**config.mk**
```make
export PLATFORM = sky130hd
export DESIGN_NAME = inter_request_controller
export DESIGN_NICKNAME = d
export VERILOG_FILES = /design/src/rtl/inter_request_controller_pkg.sv /design/src/rtl/inter_request_controller_encoder.sv /design/src/rtl/inter_request_controller.sv
export SDC_FILE = /design/constraint.sdc
export NUM_CORES = 1
export LEC_CHECK = 0
export CORE_MARGIN = 2
export CORE_UTILIZATION = 32
export CTS_BUF_LIST = sky130_fd_sc_hd__clkbuf_4 sky130_fd_sc_hd__clkbuf_8
export CTS_CLUSTER_SIZE = 10
export DETAILED_ROUTE_END_ITERATION = 7
export PLACE_DENSITY = 0.75
export REMOVE_ABC_BUFFERS = 1
export SLEW_MARGIN = 20
export SYNTH_ARGS = -nofsm -noshare
export SYNTH_HDL_FRONTEND = slang
export SYNTH_SLANG_ARGS = --single-unit
```
**constraint.sdc**
```tcl
create_clock -name clk -period 1.13 [get_ports clk]
set_input_delay 0.113 -clock clk [delete_from_list [all_inputs] [get_ports clk]]
set_output_delay 0.113 -clock clk [all_outputs]
set_load 0.005 [all_outputs]
```
**src/rtl/inter_request_controller_pkg.sv**
```systemverilog
// Shared types and constants for the interrupt request controller.
// The index-width helper keeps a 1-source build from collapsing to zero width.
package InterCtrl_Pkg;

  typedef enum logic [1:0] {
    IDLE   = 2'd0,
    ASK    = 2'd1,
    HANDLE = 2'd2
  } state_t;

  localparam int INTER_CODE_W       = 8;
  localparam int EXCEPTION_CODE_NUM = 16;

  function automatic int idx_width(input int n);
    return (n > 1) ? $clog2(n) : 1;
  endfunction

endpackage

```
**src/rtl/inter_request_controller_encoder.sv**
```systemverilog
// Fixed-priority encoder: lowest set index wins; purely combinational.
// No handshake: vld is simply the OR of req.
module InterPriority_Encoder #(
  parameter int N     = 16,
  parameter int IDX_W = 4
) (
  input  logic [N-1:0]     req,
  output logic             vld,
  output logic [IDX_W-1:0] idx
);

  // Scanning downwards lets the lowest set bit overwrite any higher one.
  always_comb begin
    vld = 1'b0;
    idx = '0;
    for (int i = N - 1; i >= 0; i--) begin
      if (req[i]) begin
        vld = 1'b1;
        idx = IDX_W'(i);
      end
    end
  end

endmodule

```
**src/rtl/inter_request_controller.sv**
```systemverilog
// Latches/arbitrates interrupt sources into the core's interAsk/interCode; 1-cycle (level) or 2-cycle (edge) latency.
// The core's askInterHandle/askRestartHandle pace it; INTER_EDGE_TRIG_EN selects edge-latched pending bits.
module inter_request_controller
  import InterCtrl_Pkg::*;
#(
  parameter int SRC_NUM   = 16,
  parameter int CODE_BASE = 16
) (
  input  logic                    clk,
  input  logic                    rst,
  input  logic [SRC_NUM-1:0]      srcReq,
  input  logic [SRC_NUM-1:0]      srcEnable,
  input  logic                    askInterHandle,
  input  logic                    askRestartHandle,
  output logic                    interAsk,
  output logic [INTER_CODE_W-1:0] interCode,
  output logic [SRC_NUM-1:0]      pendingVec,
  output logic                    readyInter,
  output logic                    readyRestart
);

  localparam int IDX_W = idx_width(SRC_NUM);

  if (SRC_NUM < 1 || SRC_NUM > 240 || CODE_BASE < EXCEPTION_CODE_NUM ||
      CODE_BASE + SRC_NUM > 256) begin : g_bad_cfg
    $error("inter_request_controller: SRC_NUM/CODE_BASE out of range");
  end

  state_t                  state, state_nxt;
  logic [IDX_W-1:0]        idx, idx_nxt;
  logic [SRC_NUM-1:0]      pending;
  logic                    win_vld;
  logic [IDX_W-1:0]        win_idx;
  logic                    ask_nxt, ready_inter_nxt, ready_restart_nxt;
  logic                    restart_prev;
  logic [INTER_CODE_W-1:0] code_nxt;

`ifdef INTER_EDGE_TRIG_EN
  logic [SRC_NUM-1:0] src_prev;
  logic [SRC_NUM-1:0] clr_vec;

  always_comb begin
    clr_vec = '0;
    if (state == ASK && askInterHandle && !askRestartHandle) clr_vec[idx] = 1'b1;
  end

  // A fresh edge in the accept cycle survives the clear and is re-requested.
  always_ff @(posedge clk) begin
    if (!rst) begin
      pending  <= '0;
      src_prev <= '0;
    end else begin
      src_prev <= srcReq;
      if (askRestartHandle) pending <= '0;
      else                  pending <= (pending & ~clr_vec) | (srcReq & ~src_prev);
    end
  end
`else
  assign pending = srcReq;
`endif

  assign pendingVec = pending;

  InterPriority_Encoder #(
    .N     (SRC_NUM),
    .IDX_W (IDX_W)
  ) u_enc (
    .req (pending & srcEnable),
    .vld (win_vld),
    .idx (win_idx)
  );

  always_comb begin
    state_nxt         = state;
    idx_nxt           = idx;
    ask_nxt           = interAsk;
    code_nxt          = interCode;
    ready_inter_nxt   = readyInter;
    ready_restart_nxt = askRestartHandle & restart_prev;
    if (askRestartHandle) begin
      state_nxt       = IDLE;
      ask_nxt         = 1'b0;
      ready_inter_nxt = 1'b0;
    end else begin
      case (state)
        IDLE: begin
          if (win_vld) begin
            idx_nxt   = win_idx;
            ask_nxt   = 1'b1;
            code_nxt  = INTER_CODE_W'(CODE_BASE) + INTER_CODE_W'(win_idx);
            state_nxt = ASK;
          end
        end
        ASK: begin
          if (askInterHandle) begin
            ask_nxt         = 1'b0;
            ready_inter_nxt = 1'b1;
            state_nxt       = HANDLE;
          end
        end
        HANDLE: begin
          ready_inter_nxt = 1'b1;
          if (!askInterHandle) begin
            ready_inter_nxt = 1'b0;
            state_nxt       = IDLE;
          end
        end
        default: state_nxt = IDLE;
      endcase
    end
  end

  always_ff @(posedge clk) begin
    if (!rst) begin
      state        <= IDLE;
      idx          <= '0;
      interAsk     <= 1'b0;
      interCode    <= '0;
      readyInter   <= 1'b0;
      readyRestart <= 1'b0;
      restart_prev <= 1'b0;
    end else begin
      state        <= state_nxt;
      idx          <= idx_nxt;
      interAsk     <= ask_nxt;
      interCode    <= code_nxt;
      readyInter   <= ready_inter_nxt;
      readyRestart <= ready_restart_nxt;
      restart_prev <= askRestartHandle;
    end
  end

endmodule

```
==> results.sh <==
export IMPL_p_per_area_nw_per_um2=748
export IMPL_holdCritPathClass="input port to flop"
export IMPL_finalWirelength_um=2720
export IMPL_crit_path_start_kind="flop"
export IMPL_die_w_um=56.2
export IMPL_place_area_um2=1540
export IMPL_path_class="flop to flop"
export IMPL_finalInstanceArea_um2=1620
export IMPL_grt_max_degree=8
export IMPL_async_reset_ff_share_pct=0
export IMPL_ios=63
export IMPL_die_area_um2=3160
export IMPL_met2_length_um=1420
export IMPL_min_from="askRestartHandle"
export IMPL_initial_utilization_pct=34.6
export IMPL_num_antenna_cells=0
export IMPL_synth_ff_type="dfxtp_1"
export IMPL_setup_slack_ps=-79.0
export IMPL_dr_total_vias=1022
export IMPL_hold_violations=0
export IMPL_rsz0062_at_grt="true"
export IMPL_drtIter0Drc=14
export IMPL_routedWlPerCell_um=13.3
export IMPL_grt_first_pass_wirelength_um=4400
export IMPL_dp_hpwl_um=2300
export IMPL_synth_cell_types=36
export IMPL_setup_viol=1
export IMPL_core_region_area_um2=2520
export IMPL_row_count=18
export IMPL_via_per_inst=4.99
export IMPL_clk_pin_slew_ps=70
export IMPL_multiInputGateArea_um2=548
export IMPL_r2r_start="state[0]"
export IMPL_numCtsBuffers=3
export IMPL_cp_arrival_ps=1420
export IMPL_synth_area_leaders="dfxtp_1 (25%), buf_4 (16%), a22oi_2 (5.7%)"
export IMPL_cts_root_buffer="clkbuf_4"
export IMPL_drc_errors=0
export IMPL_met3WireLength_um=250
export IMPL_antenna_found_initial=0
export IMPL_netlist_area_um2=872
export IMPL_max_freq_mhz=827
export IMPL_synth_edf_count=0
export IMPL_dr_max_layer_used="met4"
export IMPL_grt_use_total_pct=17.7
export IMPL_irDropWorstVdd_mv=0.619
export IMPL_area_delta_synth_final_pct=86.1
export IMPL_clkSinkCount=11
export IMPL_drv_slew=0
export IMPL_nets=212
export IMPL_cp_max_fo=6
export IMPL_seq_area_frac_synth_pct=25.3
export IMPL_syn_area_per_cell_um2=8.72
export IMPL_holdBufCountCts=0
export IMPL_synth_cells=100
export IMPL_antenna_left=0
export IMPL_p_leak_uw=0.000770
export IMPL_worst_ep_required_time_ps=1340
export IMPL_cts_max_path_buffers=2
export IMPL_max_cap_violations=0
export IMPL_wl_met1_um=1030
export IMPL_cts_tree="built"
export IMPL_seq_area_um2=226
export IMPL_grt_pass1_vias=1042
export IMPL_outcome="finished with violations"
export IMPL_ys_warn_count=0
export IMPL_yosys_area_top_type="dfxtp_1"
export IMPL_detailedRoute_firstPassIterationCount=4
export IMPL_timing_final_crit_share_pct=107
export IMPL_final_common_cell="dlygate4sd2_1"
export IMPL_ys_seq_elements=11
export IMPL_nFillCells=240
export IMPL_gp_congestion=0.782
export IMPL_end_kind="flop"
export IMPL_cts_htree_levels=1
export IMPL_place_ws_ps=-531
export IMPL_skew_ps=2.62
export IMPL_layout_common_cells="dlygate4sd2_1 (36), buf_4 (30), clkdlybuf4s50_1 (16)"
export IMPL_crit_start="state[0]"
export IMPL_drive_above_1_share_pct=33.1
export IMPL_clk_latency_ps=270
export IMPL_period_minus_slack_ps=1210
export IMPL_die_y_um=56.2
export IMPL_numPortBuffers=59
export IMPL_grt_ovfl_total=0
export IMPL_violations="setup timing"
export IMPL_netlist_area_leader_share_pct=25.3
## critical path, stage by stage (launching register included)
cell      delay, ps
dfxtp_2         340
nor3_4          220
o21ai_4         110
or3_1           360
a21boi_1        120
## repair_timing
| action | 4_1_cts | 5_1_grt |
|---|---|---|
| endpoints found under the setup margin | 31 | 9 |
| setup buffers | 4 | 2 |
| gates cloned | 0 | 0 |
| pin swaps | 16 | 8 |
| resized for setup | 56 | 10 |
## metal layers
| metal | up-vias | GRT usage (%) |
|---|---|---|
| li1 | 501 | - |
| met1 | 471 | 18.1 |
| met2 | 48 | 33.9 |
| met3 | 2 | 4.88 |
| met4 | 0 | 6.12 |
| met5 | - | 0 |
## power breakdown
part / internal (uW) / total [uW] / switching (uW)
clock network: 161 / 300 / 139
registers: 410 / 420 / 10.6
logic: 289 / 494 / 205
## state kept, by name, indices dropped and copies added, names as in the netlist
name          flops
restart_prev      1
interCode         5
interAsk          1
state             2
readyInter        1
readyRestart      1
## kinds of logic after synthesis
logic type / synth area share [%]
DFF: 25.3
and+or+nand+nor: 19.8
xor gates and xnor gates: 1.00
AOI/OAI and AO/OA: 34.9
buffers and inverters: 18.7
other: 0.430
## path summary, 6_finish.rpt
| path | cells past startpoint | end | slack, ps |
|---|---|---|---|
| setup reg to reg | 4 | interCode[2] | -80 |
| setup / recovery | 4 | interCode[2] | -80 |
| hold / removal | 4 | interCode[3] | 240 |
| hold reg to reg | 2 | interCode[3] | 460 |
## stage by stage
step           setup TNS [ps]  total power [uW]  util [%]  cells  hold WS, ps
2_1_floorplan           -66.4               562         -     81          226
3_3_place_gp            -6340               915      60.9    195          444
3_5_place_dp            -6840               925      60.9    195          447
4_1_cts                 -92.0              1230      63.5    203          367
5_1_grt                  -174              1290      64.3    205          278
6_report                -79.0              1210      64.3    205          242
## cell usage after synthesis (2+ instances only)
cell and count:
a21boi_1 2, a21oi_1 3, a22o_1 2, a22oi_1 3
a22oi_2 4, a22oi_4 2, a31oi_1 3, a32o_1 2
and3_1 2, buf_4 19, dfxtp_1 11, nand2_1 12
nand2b_1 2, nand3_1 2, nand3b_1 3, nand4_2 2
nor2_1 3, o21ai_0 4, o21ai_2 2
## final cells by class
type	instances	area share [%]
repair buffers	90	47.9
multi-input cells	69	33.8
flip-flops and latches	11	14.0
well taps	30	2.31
clock buffers	4	1.85
inverters	1	0.231
Power figures use the tool's default switching activity.
